`config.mk`:
```
export PLATFORM = sky130hd
export DESIGN_NAME = conv_2d_coef_sched_flat
export DESIGN_NICKNAME = d
export VERILOG_FILES = /design/src/rtl/conv_2d_coef_sched_pkg.sv /design/src/rtl/conv_2d_if.sv /design/src/rtl/conv_2d_coef_bank.sv /design/src/rtl/conv_2d_coef_sched.sv /design/src/flat_wrapper.sv
export SDC_FILE = /design/constraint.sdc
export NUM_CORES = 1
export LEC_CHECK = 0
export ABC_AREA = 1
export BUFFER_PORTS_ARGS = -buffer_cell sky130_fd_sc_hd__buf_2
export CORE_MARGIN = 3
export CORE_UTILIZATION = 63
export DETAILED_ROUTE_END_ITERATION = 12
export PLACE_DENSITY = 0.8
export SYNTH_ARGS = -nofsm -noshare
export SYNTH_HDL_FRONTEND = slang
export SYNTH_SLANG_ARGS = --single-unit
export TNS_END_PERCENT = 100
```
`constraint.sdc`:
```
create_clock -name clk_i -period 2.2 [get_ports clk_i]
set_input_delay 0.44 -clock clk_i [delete_from_list [all_inputs] [get_ports clk_i]]
set_output_delay 0.44 -clock clk_i [all_outputs]
set_load 0.02 [all_outputs]
```
`src/rtl/conv_2d_coef_sched_pkg.sv`:
```
// Shared types and sizing helpers for the 2-D convolution coefficient scheduler.
package conv_2d_coef_sched_pkg;

  typedef enum logic [1:0] {
    ST_IDLE     = 2'd0,
    ST_WAIT_SOF = 2'd1,
    ST_LOAD     = 2'd2,
    ST_DONE     = 2'd3
  } state_e;

  // Number of coefficients in a square kernel.
  function automatic int coef_amount(input int win_size);
    return win_size * win_size;
  endfunction

  // Bank index width; never narrower than one bit.
  function automatic int bank_width(input int banks);
    return (banks > 1) ? $clog2(banks) : 1;
  endfunction

endpackage

```
`src/rtl/conv_2d_if.sv`:
```
// Coefficient write channel into the convolution filter's coefficient bridge.
interface conv_2d_if #(
  parameter int COEF_WIDTH = 13,
  parameter int NUM_W      = 4
);
  logic                  wr_stb;
  logic [NUM_W-1:0]      coef_num;
  logic [COEF_WIDTH-1:0] coef_val;

  modport master (output wr_stb, coef_num, coef_val);
  modport slave  (input  wr_stb, coef_num, coef_val);
endinterface

```
`src/rtl/conv_2d_coef_bank.sv`:
```
// Kernel storage: BANKS x COEF_AMOUNT words, one write port, one
// combinational read port. Out-of-range addresses are ignored on write
// and read back as zero. Contents clear on reset.
module conv_2d_coef_bank
  import conv_2d_coef_sched_pkg::*;
#(
  parameter  int COEF_WIDTH  = 13,
  parameter  int WIN_SIZE    = 3,
  parameter  int BANKS       = 4,
  localparam int COEF_AMOUNT = coef_amount(WIN_SIZE),
  localparam int NUM_W       = $clog2(COEF_AMOUNT),
  localparam int BANK_W      = bank_width(BANKS)
) (
  input  logic                  clk_i,
  input  logic                  rst_n_i,
  input  logic                  wr_en_i,
  input  logic [BANK_W-1:0]     wr_bank_i,
  input  logic [NUM_W-1:0]      wr_num_i,
  input  logic [COEF_WIDTH-1:0] wr_val_i,
  input  logic [BANK_W-1:0]     rd_bank_i,
  input  logic [NUM_W-1:0]      rd_num_i,
  output logic [COEF_WIDTH-1:0] rd_val_o
);

  logic [BANKS-1:0][COEF_AMOUNT-1:0][COEF_WIDTH-1:0] mem_q, mem_d;
  logic wr_ok, rd_ok;

  assign wr_ok = (int'(wr_bank_i) < BANKS) && (int'(wr_num_i) < COEF_AMOUNT);
  assign rd_ok = (int'(rd_bank_i) < BANKS) && (int'(rd_num_i) < COEF_AMOUNT);

  // Apply a single in-range write on top of the current contents.
  always_comb begin
    mem_d = mem_q;
    if (wr_en_i && wr_ok) mem_d[wr_bank_i][wr_num_i] = wr_val_i;
  end

  // Storage register, cleared on reset.
  always_ff @(posedge clk_i or negedge rst_n_i) begin
    if (!rst_n_i) mem_q <= '0;
    else          mem_q <= mem_d;
  end

  // Combinational read port.
  always_comb begin
    rd_val_o = '0;
    if (rd_ok) rd_val_o = mem_q[rd_bank_i][rd_num_i];
  end

endmodule

```
`src/rtl/conv_2d_coef_sched.sv`:
```
// Coefficient scheduler: holds BANKS kernels and, on commit, streams the
// selected kernel into the filter's coefficient bridge as COEF_AMOUNT
// back-to-back strobes, optionally aligned to start-of-frame.
// Option macro: CONV_2D_COEF_SCHED_FRAME_SYNC_EN -- when defined, the load
// waits for a video start-of-frame handshake; otherwise it starts one cycle
// after leaving IDLE and the video_* inputs are ignored.
// Every commit lands in the one-entry pending slot first; IDLE launches from
// that slot, so a commit is seen by the FSM the cycle after it is presented.
module conv_2d_coef_sched
  import conv_2d_coef_sched_pkg::*;
#(
  parameter  int COEF_WIDTH  = 13,
  parameter  int WIN_SIZE    = 3,
  parameter  int BANKS       = 4,
  localparam int COEF_AMOUNT = coef_amount(WIN_SIZE),
  localparam int NUM_W       = $clog2(COEF_AMOUNT),
  localparam int BANK_W      = bank_width(BANKS)
) (
  input  logic                  clk_i,
  input  logic                  rst_n_i,
  input  logic                  bank_wr_i,
  input  logic [BANK_W-1:0]     bank_sel_i,
  input  logic [NUM_W-1:0]      coef_num_i,
  input  logic [COEF_WIDTH-1:0] coef_val_i,
  input  logic                  commit_i,
  input  logic [BANK_W-1:0]     commit_bank_i,
  input  logic                  video_tvalid_i,
  input  logic                  video_tready_i,
  input  logic                  video_tuser_i,
  conv_2d_if.master             conv_2d_ctrl_o,
  output logic                  busy_o,
  output logic                  done_o,
  output logic [BANK_W-1:0]     active_bank_o,
  output logic                  wr_err_o
);

  localparam logic [NUM_W-1:0] LAST = NUM_W'(COEF_AMOUNT - 1);

  state_e                state_q, state_d;
  logic [NUM_W-1:0]      cnt_q, cnt_d;
  logic [BANK_W-1:0]     target_q, target_d;
  logic                  pend_vld_q, pend_vld_d;
  logic [BANK_W-1:0]     pend_bank_q, pend_bank_d;
  logic                  wr_stb_q, wr_stb_d;
  logic [NUM_W-1:0]      coef_num_q, coef_num_d;
  logic [COEF_WIDTH-1:0] coef_val_q, coef_val_d;
  logic                  done_q, done_d;
  logic [BANK_W-1:0]     active_q, active_d;
  logic                  wr_err_q, wr_err_d;

  logic                  sof;
  logic                  tgt_hit;
  logic                  bank_wr_en;
  logic [COEF_WIDTH-1:0] rd_val;

`ifdef CONV_2D_COEF_SCHED_FRAME_SYNC_EN
  assign sof = video_tvalid_i & video_tready_i & video_tuser_i;
`else
  logic unused_video;
  assign unused_video = video_tvalid_i ^ video_tready_i ^ video_tuser_i;
  assign sof          = 1'b1;
`endif

  // A write aimed at the kernel being streamed is dropped so the bridge never
  // receives a mix of old and new values.
  assign tgt_hit    = bank_wr_i && (state_q == ST_LOAD) && (bank_sel_i == target_q);
  assign bank_wr_en = bank_wr_i && !tgt_hit;

  conv_2d_coef_bank #(
    .COEF_WIDTH (COEF_WIDTH),
    .WIN_SIZE   (WIN_SIZE),
    .BANKS      (BANKS)
  ) u_bank (
    .clk_i     (clk_i),
    .rst_n_i   (rst_n_i),
    .wr_en_i   (bank_wr_en),
    .wr_bank_i (bank_sel_i),
    .wr_num_i  (coef_num_i),
    .wr_val_i  (coef_val_i),
    .rd_bank_i (target_q),
    .rd_num_i  (cnt_d),
    .rd_val_o  (rd_val)
  );

  // State register.
  always_ff @(posedge clk_i or negedge rst_n_i) begin
    if (!rst_n_i) state_q <= ST_IDLE;
    else          state_q <= state_d;
  end

  // Next-state logic.
  always_comb begin
    state_d = state_q;
    unique case (state_q)
      ST_IDLE:     if (pend_vld_q)     state_d = ST_WAIT_SOF;
      ST_WAIT_SOF: if (sof)            state_d = ST_LOAD;
      ST_LOAD:     if (cnt_q == LAST)  state_d = ST_DONE;
      ST_DONE:                         state_d = ST_IDLE;
      default:                         state_d = ST_IDLE;
    endcase
  end

  // Datapath and output next values; outputs are registered from state_d so
  // wr_stb lines up with the cycles the FSM spends in LOAD.
  always_comb begin
    pend_vld_d  = pend_vld_q;
    pend_bank_d = pend_bank_q;
    target_d    = target_q;
    cnt_d       = '0;
    if (state_q == ST_IDLE && pend_vld_q) begin
      target_d   = pend_bank_q;
      pend_vld_d = 1'b0;
    end
    // A new commit always wins the slot, replacing any older pending one.
    if (commit_i) begin
      pend_vld_d  = 1'b1;
      pend_bank_d = commit_bank_i;
    end
    if (state_d == ST_LOAD) cnt_d = (state_q == ST_LOAD) ? cnt_q + 1'b1 : '0;
    wr_stb_d   = (state_d == ST_LOAD);
    coef_num_d = wr_stb_d ? cnt_d  : '0;
    coef_val_d = wr_stb_d ? rd_val : '0;
    done_d     = (state_d == ST_DONE);
    active_d   = done_d ? target_q : active_q;
    wr_err_d   = tgt_hit;
  end

  // Datapath and output registers.
  always_ff @(posedge clk_i or negedge rst_n_i) begin
    if (!rst_n_i) begin
      cnt_q       <= '0;
      target_q    <= '0;
      pend_vld_q  <= 1'b0;
      pend_bank_q <= '0;
      wr_stb_q    <= 1'b0;
      coef_num_q  <= '0;
      coef_val_q  <= '0;
      done_q      <= 1'b0;
      active_q    <= '0;
      wr_err_q    <= 1'b0;
    end else begin
      cnt_q       <= cnt_d;
      target_q    <= target_d;
      pend_vld_q  <= pend_vld_d;
      pend_bank_q <= pend_bank_d;
      wr_stb_q    <= wr_stb_d;
      coef_num_q  <= coef_num_d;
      coef_val_q  <= coef_val_d;
      done_q      <= done_d;
      active_q    <= active_d;
      wr_err_q    <= wr_err_d;
    end
  end

  assign conv_2d_ctrl_o.wr_stb   = wr_stb_q;
  assign conv_2d_ctrl_o.coef_num = coef_num_q;
  assign conv_2d_ctrl_o.coef_val = coef_val_q;
  assign busy_o        = (state_q != ST_IDLE);
  assign done_o        = done_q;
  assign active_bank_o = active_q;
  assign wr_err_o      = wr_err_q;

endmodule
```
`src/flat_wrapper.sv`:
```
// flat-port wrapper written by rule: the top's interface ports become plain ports
module conv_2d_coef_sched_flat import conv_2d_coef_sched_pkg::*;
#(
  parameter  int COEF_WIDTH  = 13,
  parameter  int WIN_SIZE    = 3,
  parameter  int BANKS       = 4,
  localparam int COEF_AMOUNT = coef_amount(WIN_SIZE),
  localparam int NUM_W       = $clog2(COEF_AMOUNT),
  localparam int BANK_W      = bank_width(BANKS)
)
  (clk_i, rst_n_i, bank_wr_i, bank_sel_i, coef_num_i, coef_val_i, commit_i, commit_bank_i, video_tvalid_i, video_tready_i, video_tuser_i, busy_o, done_o, active_bank_o, wr_err_o, conv_2d_ctrl_o_wr_stb, conv_2d_ctrl_o_coef_num, conv_2d_ctrl_o_coef_val);
  conv_2d_if #(.COEF_WIDTH(COEF_WIDTH)) conv_2d_ctrl_o_i ();
  input  logic clk_i;
  input  logic rst_n_i;
  input  logic bank_wr_i;
  input  logic [BANK_W-1:0] bank_sel_i;
  input  logic [NUM_W-1:0] coef_num_i;
  input  logic [COEF_WIDTH-1:0] coef_val_i;
  input  logic commit_i;
  input  logic [BANK_W-1:0] commit_bank_i;
  input  logic video_tvalid_i;
  input  logic video_tready_i;
  input  logic video_tuser_i;
  output logic busy_o;
  output logic done_o;
  output logic [BANK_W-1:0] active_bank_o;
  output logic wr_err_o;
  output wire logic [$bits(conv_2d_ctrl_o_i.wr_stb)-1:0] conv_2d_ctrl_o_wr_stb;
  output wire logic [$bits(conv_2d_ctrl_o_i.coef_num)-1:0] conv_2d_ctrl_o_coef_num;
  output wire logic [$bits(conv_2d_ctrl_o_i.coef_val)-1:0] conv_2d_ctrl_o_coef_val;
  assign conv_2d_ctrl_o_wr_stb = conv_2d_ctrl_o_i.wr_stb;
  assign conv_2d_ctrl_o_coef_num = conv_2d_ctrl_o_i.coef_num;
  assign conv_2d_ctrl_o_coef_val = conv_2d_ctrl_o_i.coef_val;
  conv_2d_coef_sched #(.COEF_WIDTH(COEF_WIDTH), .WIN_SIZE(WIN_SIZE), .BANKS(BANKS)) u_core (.clk_i(clk_i), .rst_n_i(rst_n_i), .bank_wr_i(bank_wr_i), .bank_sel_i(bank_sel_i), .coef_num_i(coef_num_i), .coef_val_i(coef_val_i), .commit_i(commit_i), .commit_bank_i(commit_bank_i), .video_tvalid_i(video_tvalid_i), .video_tready_i(video_tready_i), .video_tuser_i(video_tuser_i), .conv_2d_ctrl_o(conv_2d_ctrl_o_i), .busy_o(busy_o), .done_o(done_o), .active_bank_o(active_bank_o), .wr_err_o(wr_err_o));
endmodule
```
Yosys cells after proc, flatten, opt, wreduce, memory -nomap -nowiden
Cells that the tools add are included.
- output and inout bits: 23
- word-level logic and storage cells: 93
- register bits after elaboration: 501
- input bits: 28
- magnitude comparators: 8
- add/sub/neg operators: 1
- mux-type cells: 19
- reductions and logical operators: 11
- eq/ne operators: 7
- operators with widths (cell ; count):
    $bwmux 468 ; 1
    $bmux 117 s2 ; 1
    $demux 117 s2 ; 1
    $mux 117 ; 2
    $bmux 13 s4 ; 1
    $demux 13 s4 ; 1
    $mux 13 ; 4
    $mux 4 ; 3
    $lt 4x5->1 const B ; 2
    $eq 2x2->1 const B ; 4
    $lt 4x4->1 const B ; 2
    $pmux 2 s4 ; 1
    $logic_and 1x1->1 ; 7
    $lt 2x3->1 const B ; 2
    $add 4x1->4 const B ; 1
    $eq 4x4->1 const B ; 1
    $ge 4x1->1 const B ; 1
    $mux 2 ; 2
    $reduce_bool 2->1 ; 2
    $eq 2x1->1 const B ; 1
    $eq 2x2->1 ; 1
    $ge 2x1->1 const B ; 1
    $logic_not 2->1 ; 1
    $mux 1 ; 2
    $logic_not 1->1 ; 1

Depth between registers and ports, before layout
- depth after elaboration: 9
- gate-level depth with buffers: 15
- gate-level depth less buffers: 13

By module
Synthesis repeated with hierarchy kept, for this count alone.
- cell total of the unflattened synthesis: 2930
- area, all modules: 23077.1 um^2
- modules (own cells, without submodules) (module ; times used ; area each (um^2) ; sequential area each (um^2) ; cells each):
    conv_2d_coef_bank ; 1 ; 21869.7 ; 11711.2 ; 2809
    conv_2d_coef_sched ; 1 ; 1207.4 ; 725.7 ; 121

Worst setup path before layout
Ideal clock, no wire load.
- path type: reg-to-reg
- start: register u_core.state_q[0]
- end: register u_core.coef_val_q[6] (netlist: u_core.conv_2d_ctrl_o.coef_val[6])
- arrival time: 1897 ps
- setup time: 63 ps
- setup slack: 240 ps
- clock period less this slack: 1960 ps
- stages on the path, launching flop included: 15
- buffers on the path: 2
- cells stage by stage: dfrtp_1 -> inv_1 -> ha_1 -> inv_1 -> nor2_1 -> nand2_1 -> nand4_1 -> buf_2 -> buf_1 -> nand2_1 -> nand3_1 -> nand3_1 -> nand3_1 -> nand2_1 -> inv_1
- word-level cells in the longest chain between the ends: 8
- elaborated cells on any way between the ends: 15
- ends and longest elaborated chain (item ; RTL line ; text):
    from (decl) ; conv_2d_coef_sched.sv:39 ; state_e state_q, state_d;
    from (signal assigned) ; conv_2d_coef_sched.sv:88 ; else state_q <= state_d;
    $eq 2x2->1 (tied with other cells) ; conv_2d_coef_sched.sv:94 ; unique case (state_q)
    $pmux 2 s4 ; conv_2d_coef_sched.sv:94 ;
    $eq 2x2->1 ; conv_2d_coef_sched.sv:119, conv_2d_coef_sched.sv:120 ;
    $mux 4 ; conv_2d_coef_sched.sv:119 ; if (state_d == ST_LOAD) cnt_d = (state_q == ST_LOAD) ? cnt_q + 1'b1 : '0;
    $bmux 13 s4 ; conv_2d_coef_bank.sv:46 ; if (rd_ok) rd_val_o = mem_q[rd_bank_i][rd_num_i];
    $mux 13 (not written as such) ; conv_2d_coef_bank.sv:46 ;
    $mux 13 ; conv_2d_coef_bank.sv:46 ;
    $mux 13 (*) ; conv_2d_coef_sched.sv:122 ; coef_val_d = wr_stb_d ? rd_val : '0;
    via u_core.coef_val_d[6] ; conv_2d_coef_sched.sv:46 ; logic [COEF_WIDTH-1:0] coef_val_q, coef_val_d;
    to (signal assigned) ; conv_2d_coef_sched.sv:148 ; coef_val_q <= coef_val_d;
    to (decl) ; conv_2d_coef_sched.sv:46 ;
The timed path passes the listed nets; every way through them passes the cells marked *. The select of a mux whose other input is x is not followed.
A chain may end at the register's enable or synchronous reset.

Worst setup path in the final report
- start: register u_core.state_q[0]
- end: register u_core.coef_val_q[11] (netlist: u_core.conv_2d_ctrl_o.coef_val[11])
Same word-level chain as after synthesis.

==> impl_results.md <==
- Cell Chain, Critical Path: inv_4, ha_4, buf_4, nand2_1, inv_1, nand4_1, inv_4, buf_12, nand3_2, nand3_4, nand3_1, nand2_1, inv_1
- Synth Area per Inst: 8.31 um2
- Dominant combinational cell family by area after synthesis: simple AND/OR/NAND/NOR gates
- Arrival time at the worst endpoint: 2780 ps
- Layout Nets: 2,791
- Fin util: 76.6%
- Antenna Violating Nets Remaining: 0
- Yosys top cell area share: 55.4%
- Die span in x: 195 um
- Worst max-slew margin expressed relative to the limit: 59.2%
- Area share of and/or/nand/nor cells after synthesis: 19.3%
- Fin worst setup slack: -100 ps
- Leading post-synthesis cells by instance count: 685 x nand2_1, 500 x dfrtp_1, 496 x o21ai_0, 234 x nor2_1, 129 x a21oi_1
- Synth Area in Compound Gates: 19.2%
- Largest net degree at the start of global routing: 62
- Worst path required time: 2680 ps
- Core outline area: 34,900 um2
- Number of vias after detailed routing: 21,000
- Cell area after synthesis: 22,600 um2
- Transition time of the tightest slew-check pin: 608 ps
- Starting density of the core: 64.7%
- TritonCTS clock tree: done
- Vias in the first global route: 20,100
- Final count of negative-setup-slack endpoints: 13
- XOR/XNOR Fraction of Synth Area: 0%
- Signed area change from the synthesized netlist to the final layout: 18.3%
- Number of optimization iterations in the first detailed-route pass: 6
- Port bufs: 47
- Die Outline Area: 38,100 um2
- Average detailed-routed wire length per instance: 21.8 um
- Number of max-slew violations in the final report: 0
- Num CTS Buffers: 51
- Crit path kind: flop to flop
- Reported leakage power: 0.0128 uW
- Number of unique standard cell types used by synthesis: 35
- Antenna violations before repair: 2
- Worst Hold Class: input port to flop
- Proportion of synthesized area in mux cells: 0%
- Unrepaired setup endpoints after global routing: true
- Clock net sink count: 500
- Crit path time final: 2300 ps
- Outcome: complete, but fails checks
- Post-synth EDFFs: 0
- Post-CTS clock slew at the launch and capture registers of the worst setup and hold paths: 60 ps
- H-tree levels: 2
- Total DRC errors in the routed layout: 0
- Largest stage delay on the critical path: 420 ps
- Cell at the root of the clock tree: clkbuf_16
- PwrDens: 1160 nW/um2
- Leading area contributor after synthesis: dfrtp_1
- Async SR Flop Fraction: 100%
- Final setup skew: 18.8 ps
- Residual overflow from global routing: 0
- Dominant cells by area after synthesis: dfrtp_1 55%, nand2_1 11%, o21ai_0 11%
- Final Hold Fails: 0
- Number of warnings reported in the yosys synthesis log: 0
- Number of synthesized register bits: 500
- Die height: 195 um
- Fraction of the cycle the final worst path needs: 105%
- Arithmetic-cell share of the synthesized area counting full adders, half adders and majority gates: 0.277%
- Maximum fanout along the worst path: 6
- Post-route non-filler standard cell count: 3,252
- Top_reg_cell synth: dfrtp_1
- Half-perimeter wire length after placement: 39,900 um
- Via-to-Cell Ratio: 6.46
- Element type at the critical path end: flop
- Count of mapped cells out of synthesis: 2,715
- Wire length after detailed routing: 70,900 um
- Highest-delay cell along the critical path: dfrtp_1
- Global-route total usage across every layer: 35.3%
- Achievable clock frequency: 435 MHz
- Worst voltage drop across the vdd grid: 0.934 mV
- Count of max-cap constraint violations: 0
- # IOs: 51
- Sequential-to-total area share from yosys stat: 55.4%
- RD Place Congestion: 0.897
- Leading cell type by number of instances after synthesis: nand2_1
- Proportion of layout cells with a drive suffix above 1: 13.5%
- Violated checks: setup timing
- Post-route setup TNS: -562 ps
- Post-synth net total: 2,748
- Inst Count DP: 3,141
- Clock latency of the later-clocked register in the worst-skew pair: 600 ps
- Post-route worst hold slack: 61.5 ps
- Critical Path Source Type: flop
- CTS max path bufs: 3
- Drt first-iter violations: 3,065
- First-pass GRT wire length: 107,000 um
- FP Rows: 68
[layer usage]
metal	vias to the layer above	GRT usage [%]	share of wire [%]
met4	4	18.5	5.8
met1	10200	46.8	37
li1	9115	-	-
met3	321	7.99	11
met2	1426	55.0	46
met5	-	0	0.11
[metrics by stage]
step	worst slack, ps	total power, uW	cell area [um2]
floorplan	240	16900	22600
global placement	29.7	20700	24200
detailed placement	-48.0	21000	24200
CTS	1.12	30000	26100
global route	-125	32400	26700
finish	-100	31100	26700
[kinds of logic (layout without fill, tap and decap cells)]
group,after synthesis,in the layout
and+or+nand+nor,1072,1072
AOI/OAI and AO/OA,825,825
DFF,500,500
buffers and inverters,313,394
adders and majority gates,5,5
other,0,1
[area by class of cell]
type	count	area (um2)
clock buffer	77	1500
multi-input combinational	1902	9160
antenna	1	2.50
clock inverter	14	180
sequential	500	12500
timing repair buffer	199	2370
inverter	104	403
tap	455	569
fill	2265	8180
[state kept, by name (all words and copies together), names as in the netlist]
signal / flops
u_core.pend_bank_q: 2
u_core.conv_2d_ctrl_o.wr_stb: 1
u_core.done_o: 1
u_core.state_q: 2
u_core.pend_vld_q: 1
u_core.cnt_q: 4
u_core.u_bank.mem_q: 468
u_core.active_bank_o: 2
u_core.conv_2d_ctrl_o.coef_val: 13
u_core.target_q: 2
u_core.conv_2d_ctrl_o.coef_num: 3
u_core.wr_err_o: 1
[worst max-delay path: cells and delay by family (launching register included)]
family / cells / cell delay, ps
flip-flops: 1 / 420
AND/OR/NAND/NOR: 6 / 800
adder cells (fa/ha/maj): 1 / 150
buffers and inverters: 6 / 810
[power breakdown]
group	switching [uW]	internal (uW)
registers	640	10300
clock network	3590	5150
logic	7410	4020
[final timing paths]
kind,endpoint,startpoint,cells past startpoint,slack (ps)
max,u_core.conv_2d_ctrl_o.coef_val[11],u_core.state_q[0],13,-100
min,u_core.pend_bank_q[1],commit_bank_i[1],3,60
max reg2reg,u_core.conv_2d_ctrl_o.coef_val[11],u_core.state_q[0],13,-100
min reg2reg,u_core.u_bank.mem_q[112],u_core.u_bank.mem_q[112],2,470
max in group asynchronous,u_core.u_bank.mem_q[139],rst_n_i,3,980
min in group asynchronous,u_core.u_bank.mem_q[332],rst_n_i,2,360
[cell usage in the layout (no fill, tap or decap), types with 3 or more instances in the layout]
| cell | synthesis | routed |
|---|---|---|
| bufinv_16 | 0 | 4 |
| o21ai_0 | 496 | 485 |
| nor2_2 | 7 | 8 |
| nand2_1 | 685 | 681 |
| a22oi_1 | 28 | 27 |
| inv_1 | 97 | 93 |
| nand3_2 | 0 | 37 |
| nor2_1 | 234 | 233 |
| dfrtp_1 | 500 | 498 |
| ha_4 | 0 | 3 |
| buf_2 | 58 | 46 |
| a32o_1 | 10 | 10 |
| nand2_8 | 0 | 3 |
| o21ai_1 | 101 | 110 |
| clkbuf_16 | 0 | 61 |
| nand2_4 | 10 | 10 |
| a21oi_1 | 129 | 128 |
| inv_2 | 4 | 4 |
| o21ai_2 | 1 | 3 |
| nand3_4 | 0 | 8 |
| nand4_1 | 8 | 8 |
| buf_4 | 11 | 71 |
| nand2_2 | 13 | 14 |
| clkinv_2 | 0 | 7 |
| inv_4 | 0 | 3 |
| clkbuf_8 | 0 | 8 |
| nand3_1 | 105 | 60 |
| buf_12 | 0 | 62 |
| clkinv_1 | 3 | 3 |
| o22ai_1 | 57 | 57 |
| clkbuf_1 | 125 | 16 |
| buf_6 | 1 | 8 |
[timing repair]
| item | 4_1_cts | 5_1_grt |
|---|---|---|
| cloned | 2 | 9 |
| hold buffers | 1 | 0 |
| endpoints found under the setup margin | 13 | 187 |
| gates resized for setup | 26 | 78 |
| buffers inserted | 1 | 6 |
| pin swaps | 0 | 13 |
| hold endpoints to repair | 39 | 0 |
No activity file was read; power rests on OpenSTA's default activity.
